[config.mk]
export PLATFORM = sky130hd
export DESIGN_NAME = cmp_flag_stage
export DESIGN_NICKNAME = d
export VERILOG_FILES = /design/src/rtl/cmp_flag_pkg.sv /design/src/rtl/cmp_flag_stage_cond_eval.sv /design/src/rtl/cmp_flag_stage.sv
export SDC_FILE = /design/constraint.sdc
export NUM_CORES = 1
export LEC_CHECK = 0
export ABC_AREA = 1
export CORE_AREA = 2 2 39 41
export CTS_CLUSTER_SIZE = 14
export DETAILED_ROUTE_END_ITERATION = 10
export DIE_AREA = 0 0 41 43
export DONT_BUFFER_PORTS = 1
export GPL_TIMING_DRIVEN = 0
export SLEW_MARGIN = 10
export SYNTH_ARGS = -nofsm -noshare
export SYNTH_HDL_FRONTEND = slang
export SYNTH_SLANG_ARGS = --single-unit
export TNS_END_PERCENT = 30
[constraint.sdc]
create_clock -name clk -period 1.8 [get_ports clk]
set_clock_uncertainty 0.05 [all_clocks]
set_input_delay 0.54 -clock clk [delete_from_list [all_inputs] [get_ports clk]]
set_output_delay 0.54 -clock clk [all_outputs]
set_load 0.02 [all_outputs]
[src/rtl/cmp_flag_pkg.sv]
// Shared definitions for the condition-flag stage.
// Condition codes, FSM encoding and the {g,l,e} flag bundle.
package cmp_flag_pkg;

  localparam logic [3:0] COND_EQ = 4'b0000;
  localparam logic [3:0] COND_NE = 4'b0001;
  localparam logic [3:0] COND_HI = 4'b0010;
  localparam logic [3:0] COND_HS = 4'b0011;
  localparam logic [3:0] COND_LO = 4'b0100;
  localparam logic [3:0] COND_LS = 4'b0101;
  localparam logic [3:0] COND_AL = 4'b1110;
  localparam logic [3:0] COND_NV = 4'b1111;

  localparam logic ST_EMPTY = 1'b0;
  localparam logic ST_FULL  = 1'b1;

  typedef struct packed {
    logic g;
    logic l;
    logic e;
  } flags_t;

  function automatic logic is_one_hot(flags_t f);
    return (f.g ^ f.l ^ f.e) && !(f.g && f.l && f.e);
  endfunction

endpackage

[src/rtl/cmp_flag_stage_cond_eval.sv]
// Combinational condition-code evaluator.
// Reserved codes yield take = 0 with illegal raised.
module cond_eval
  import cmp_flag_pkg::*;
(
  input  logic [2:0] flags,
  input  logic [3:0] cond_code,
  output logic       take,
  output logic       illegal
);

  flags_t f;
  assign f = flags_t'(flags);

  always_comb begin
    take    = 1'b0;
    illegal = 1'b0;
    unique case (1'b1)
      (cond_code == COND_EQ): take = f.e;
      (cond_code == COND_NE): take = !f.e;
      (cond_code == COND_HI): take = f.g;
      (cond_code == COND_HS): take = f.g | f.e;
      (cond_code == COND_LO): take = f.l;
      (cond_code == COND_LS): take = f.l | f.e;
      (cond_code == COND_AL): take = 1'b1;
      (cond_code == COND_NV): take = 1'b0;
      default:                illegal = 1'b1;
    endcase
  end

endmodule

[src/rtl/cmp_flag_stage.sv]
// Condition-flag stage: holds comparator flags, evaluates
// condition requests and returns a registered take decision.
module cmp_flag_stage
  import cmp_flag_pkg::*;
#(
  parameter bit FWD_EN = 1'b1
) (
  input  logic       clk,
  input  logic       reset,
  input  logic       cmp_valid,
  input  logic       greater,
  input  logic       less,
  input  logic       equal,
  input  logic       flush,
  input  logic       cond_valid,
  input  logic [3:0] cond_code,
  output logic       cond_ready,
  output logic       take_valid,
  output logic       take,
  output logic       illegal_cond,
  output logic       flag_err,
  output logic       flags_valid
);

  flags_t cmp_f;
  flags_t held_f;
  flags_t eval_f;
  logic   state_q;
  logic   legal;
  logic   fwd;
  logic   accept;
  logic   take_c;
  logic   ill_c;

  assign cmp_f  = flags_t'({greater, less, equal});
  assign legal  = cmp_valid && is_one_hot(cmp_f);
  assign fwd    = FWD_EN && legal;

  assign cond_ready =
    !flush && ((state_q == ST_FULL) || fwd);
  assign accept = cond_valid && cond_ready;

  // A same-cycle compare wins over the held copy
  assign eval_f = fwd ? cmp_f : held_f;

  assign flags_valid = (state_q == ST_FULL);

  cond_eval u_cond_eval (
    .flags     (eval_f),
    .cond_code (cond_code),
    .take      (take_c),
    .illegal   (ill_c)
  );

  always_ff @(posedge clk or posedge reset) begin
    if (reset) begin
      state_q <= ST_EMPTY;
      held_f  <= '0;
    end else if (flush) begin
      state_q <= ST_EMPTY;
    end else if (legal) begin
      state_q <= ST_FULL;
      held_f  <= cmp_f;
    end
  end

  always_ff @(posedge clk or posedge reset) begin
    if (reset) begin
      flag_err <= 1'b0;
    end else if (cmp_valid && !is_one_hot(cmp_f)) begin
      flag_err <= 1'b1;
    end
  end

  always_ff @(posedge clk or posedge reset) begin
    if (reset) begin
      take_valid   <= 1'b0;
      take         <= 1'b0;
      illegal_cond <= 1'b0;
    end else begin
      take_valid   <= accept;
      take         <= accept && take_c;
      illegal_cond <= accept && ill_c;
    end
  end

endmodule

==> results.py <==
metrics = {
    "status": {
        "status": "complete, but fails checks",
        "failed_checks": "negative setup slack",
    },
    "finish": {
        "finalInstanceArea_um2": 623,
        "drive_gt1_frac": 0.215,
        "area_growth_pct": 14.5,
        "nets": 94,
        "antennaDiodeCount": 0,
    },
    "die": {
        "start_util": 0.393,
        "dieArea_um2": 1760,
        "ios": 18,
        "die_w_um": 41,
        "core_area_um2": 1380,
        "die_h_um": 43,
        "rows": 14,
    },
    "place": {
        "dp_hpwl_um": 777,
        "io_buffers": 0,
        "gp_congestion": 0.720,
        "place_area_um2": 591,
    },
    "setup_path": {
        "worstSetupPathType": "primary input to primary output",
        "path_max_fanout": 3,
        "end_kind": "primary output",
        "critPathArrivalTime_ns": 1.22,
        "cp-start-kind": "primary input",
        "required_ns": 1.21,
    },
    "global_route": {
        "grt_max_degree": 9,
        "grt_pass1_vias": 400,
        "antenna_found_initial": 0,
        "grt_usage": 0.131,
        "grt_overflow": 0,
        "grt_pass1_wl_um": 1590,
    },
    "clock_tree": {
        "cts_buffers": 3,
        "cts_tree": "done",
        "cts-htree-levels": 1,
        "root_buffer": "clkbuf_4",
        "clk_latency_ns": 0.24,
        "clockBufferDepth": 2,
        "clock-sinks": 8,
        "path_clk_slew_ns": 0.05,
    },
    "yosys": {
        "synth_cell_types": 19,
        "syn_area_um2": 544,
        "syn_inst": 75,
        "yosys_register_bits": 8,
        "ys_seq_area_frac": 0.368,
        "synth_area_per_cell_um2": 7.26,
        "syn_nets": 88,
        "ys.warnings.count": 0,
    },
    "drt": {
        "drc": 0,
        "drtIter0Drc": 8,
        "wire_per_inst_um": 9.83,
        "num_vias": 471,
        "wirelength_um": 934,
        "via_per_inst": 4.96,
        "first_pass_iters": 4,
        "drtAntennaViolNets": 0,
    },
    "timing": {
        "max_freq_mhz": 551,
        "period_share": 1.01,
        "final-hold-violation-count": 0,
        "fin_crit_ns": 1.81,
        "setup_viol": 1,
        "maxSlewHeadroom": 0.793,
        "rsz0062_at_grt": "true",
        "worst_slack_ns": -0.0144,
        "tightest_slew_ns": 0.310,
        "setup_tns_ns": -0.0144,
        "final-max-slew-violation-count": 0,
    },
    "power_and_ir_drop": {
        "power.density_nw_per_um2": 727,
        "leakage_nw": 0.306,
        "totalPowerFinal_w": 0.000453,
        "ir_drop_mv": 0.206,
    },
    "flow_run": {
        "cap_violations": 0,
    },
    "min_path": {
        "hold_class": "primary input to asynchronous set/reset pin",
    },
}
per-layer routing:
metal	share of wire	GRT usage	up-vias
met4	0	0.0600	0
met3	0.070	0.0209	0
met5	0	0	-
li1	-	-	249
met1	0.47	0.185	204
met2	0.46	0.188	18
cells in the mapped netlist, drive strengths merged:
cell type | count | share of area
nand2 | 19 | 0.15
inv | 15 | 0.10
nand3 | 9 | 0.083
dfrtp | 8 | 0.37
nor2 | 6 | 0.041
a21oi | 5 | 0.060
o21ai | 4 | 0.037
nor3 | 3 | 0.037
nand3b | 2 | 0.028
ha | 1 | 0.023
nand4 | 1 | 0.039
o21bai | 1 | 0.014
o31ai | 1 | 0.014
worst max-delay path: stages:
cell	delay [ns]
ha_4	0.27
inv_4	0.04
nand2_4	0.05
nand4_4	0.10
a21oi_4	0.22
timing repair:
| item | in CTS | in global routing |
|---|---|---|
| resized for setup | 1 | 0 |
| hold endpoints to repair | 0 | 0 |
| buffers inserted | 1 | 0 |
| pin swaps | 2 | 0 |
| setup endpoints to repair | 1 | 1 |
| hold buffers | 0 | 0 |
path summary, 6_finish.rpt:
| path | from | to | slack [ns] | cells past startpoint |
|---|---|---|---|---|
| worst max-delay path | greater | cond_ready | -0.01 | 5 |
| worst min register to register | held_f[0]$_DFFE_PP0N_ | held_f[0]$_DFFE_PP0N_ | 0.47 | 2 |
| max in group asynchronous | reset | take_valid$_DFF_PP0_ | 1.38 | 1 |
| min in group clk | flush | flags_valid$_DFFE_PP0P_ | 0.31 | 1 |
| worst min-delay path | reset | held_f[2]$_DFFE_PP0N_ | 0.08 | 1 |
| worst max register to register | flags_valid$_DFFE_PP0P_ | take$_DFF_PP0_ | 0.69 | 4 |
registers in the layout (all words and copies together), names as in the netlist:
signal	cells
take_valid	1
take	1
illegal_cond	1
held_f	3
flag_err	1
flags_valid	1
power by group:
| group | internal [W] | leakage (nW) | total, W | switching (W) |
|---|---|---|---|---|
| clock | 0.0000758 | 0.0138 | 0.000129 | 0.0000529 |
| sequential | 0.000197 | 0.100 | 0.000210 | 0.0000135 |
| combinational | 0.0000441 | 0.192 | 0.000114 | 0.0000700 |
| total | 0.000316 | 0.306 | 0.000453 | 0.000136 |
kinds of logic (layout without fill, tap and decap cells):
group,after synthesis,count (layout),synth area share
buffers and inverters,15,19,0.103
AO/OA/AOI/OAI,11,11,0.124
AND/OR/NAND/NOR,40,40,0.382
flip-flops,8,8,0.368
adder cells (fa/ha/maj),1,1,0.0230
area by class of cell:
| class | count | area (µm²) |
|---|---|---|
| multi-input combinational | 52 | 314 |
| sequential | 8 | 200 |
| inverter | 15 | 58.8 |
| fill | 148 | 761 |
| clock buffer | 3 | 22.5 |
| timing repair buffer | 1 | 7.51 |
| tap | 16 | 20.0 |
stage by stage:
stage / std cells / worst slack (ns) / hold WS [ns] / utilization
after detailed placement: 91 / -0.129 / 0.342 / 0.427
after global routing: 95 / -0.0330 / 0.0913 / 0.450
after CTS: 95 / -0.0213 / 0.0815 / 0.450
final: 95 / -0.0144 / 0.0775 / 0.450
after floorplan: 75 / -0.0808 / 0.306 / -
after global placement: 91 / -0.125 / 0.340 / 0.427
cell usage in the layout (no fill, tap or decap), types with 2 or more instances in the layout:
cell / n
nand2_2: 3
inv_2: 2
a21oi_1: 2
a21oi_2: 2
clkbuf_4: 3
o21ai_0: 3
nand3_1: 9
nor3_1: 2
nand2_1: 15
inv_1: 12
nand3b_1: 2
nor2_1: 6
dfrtp_1: 8
Note: power is estimated with default switching activity, not from simulation.
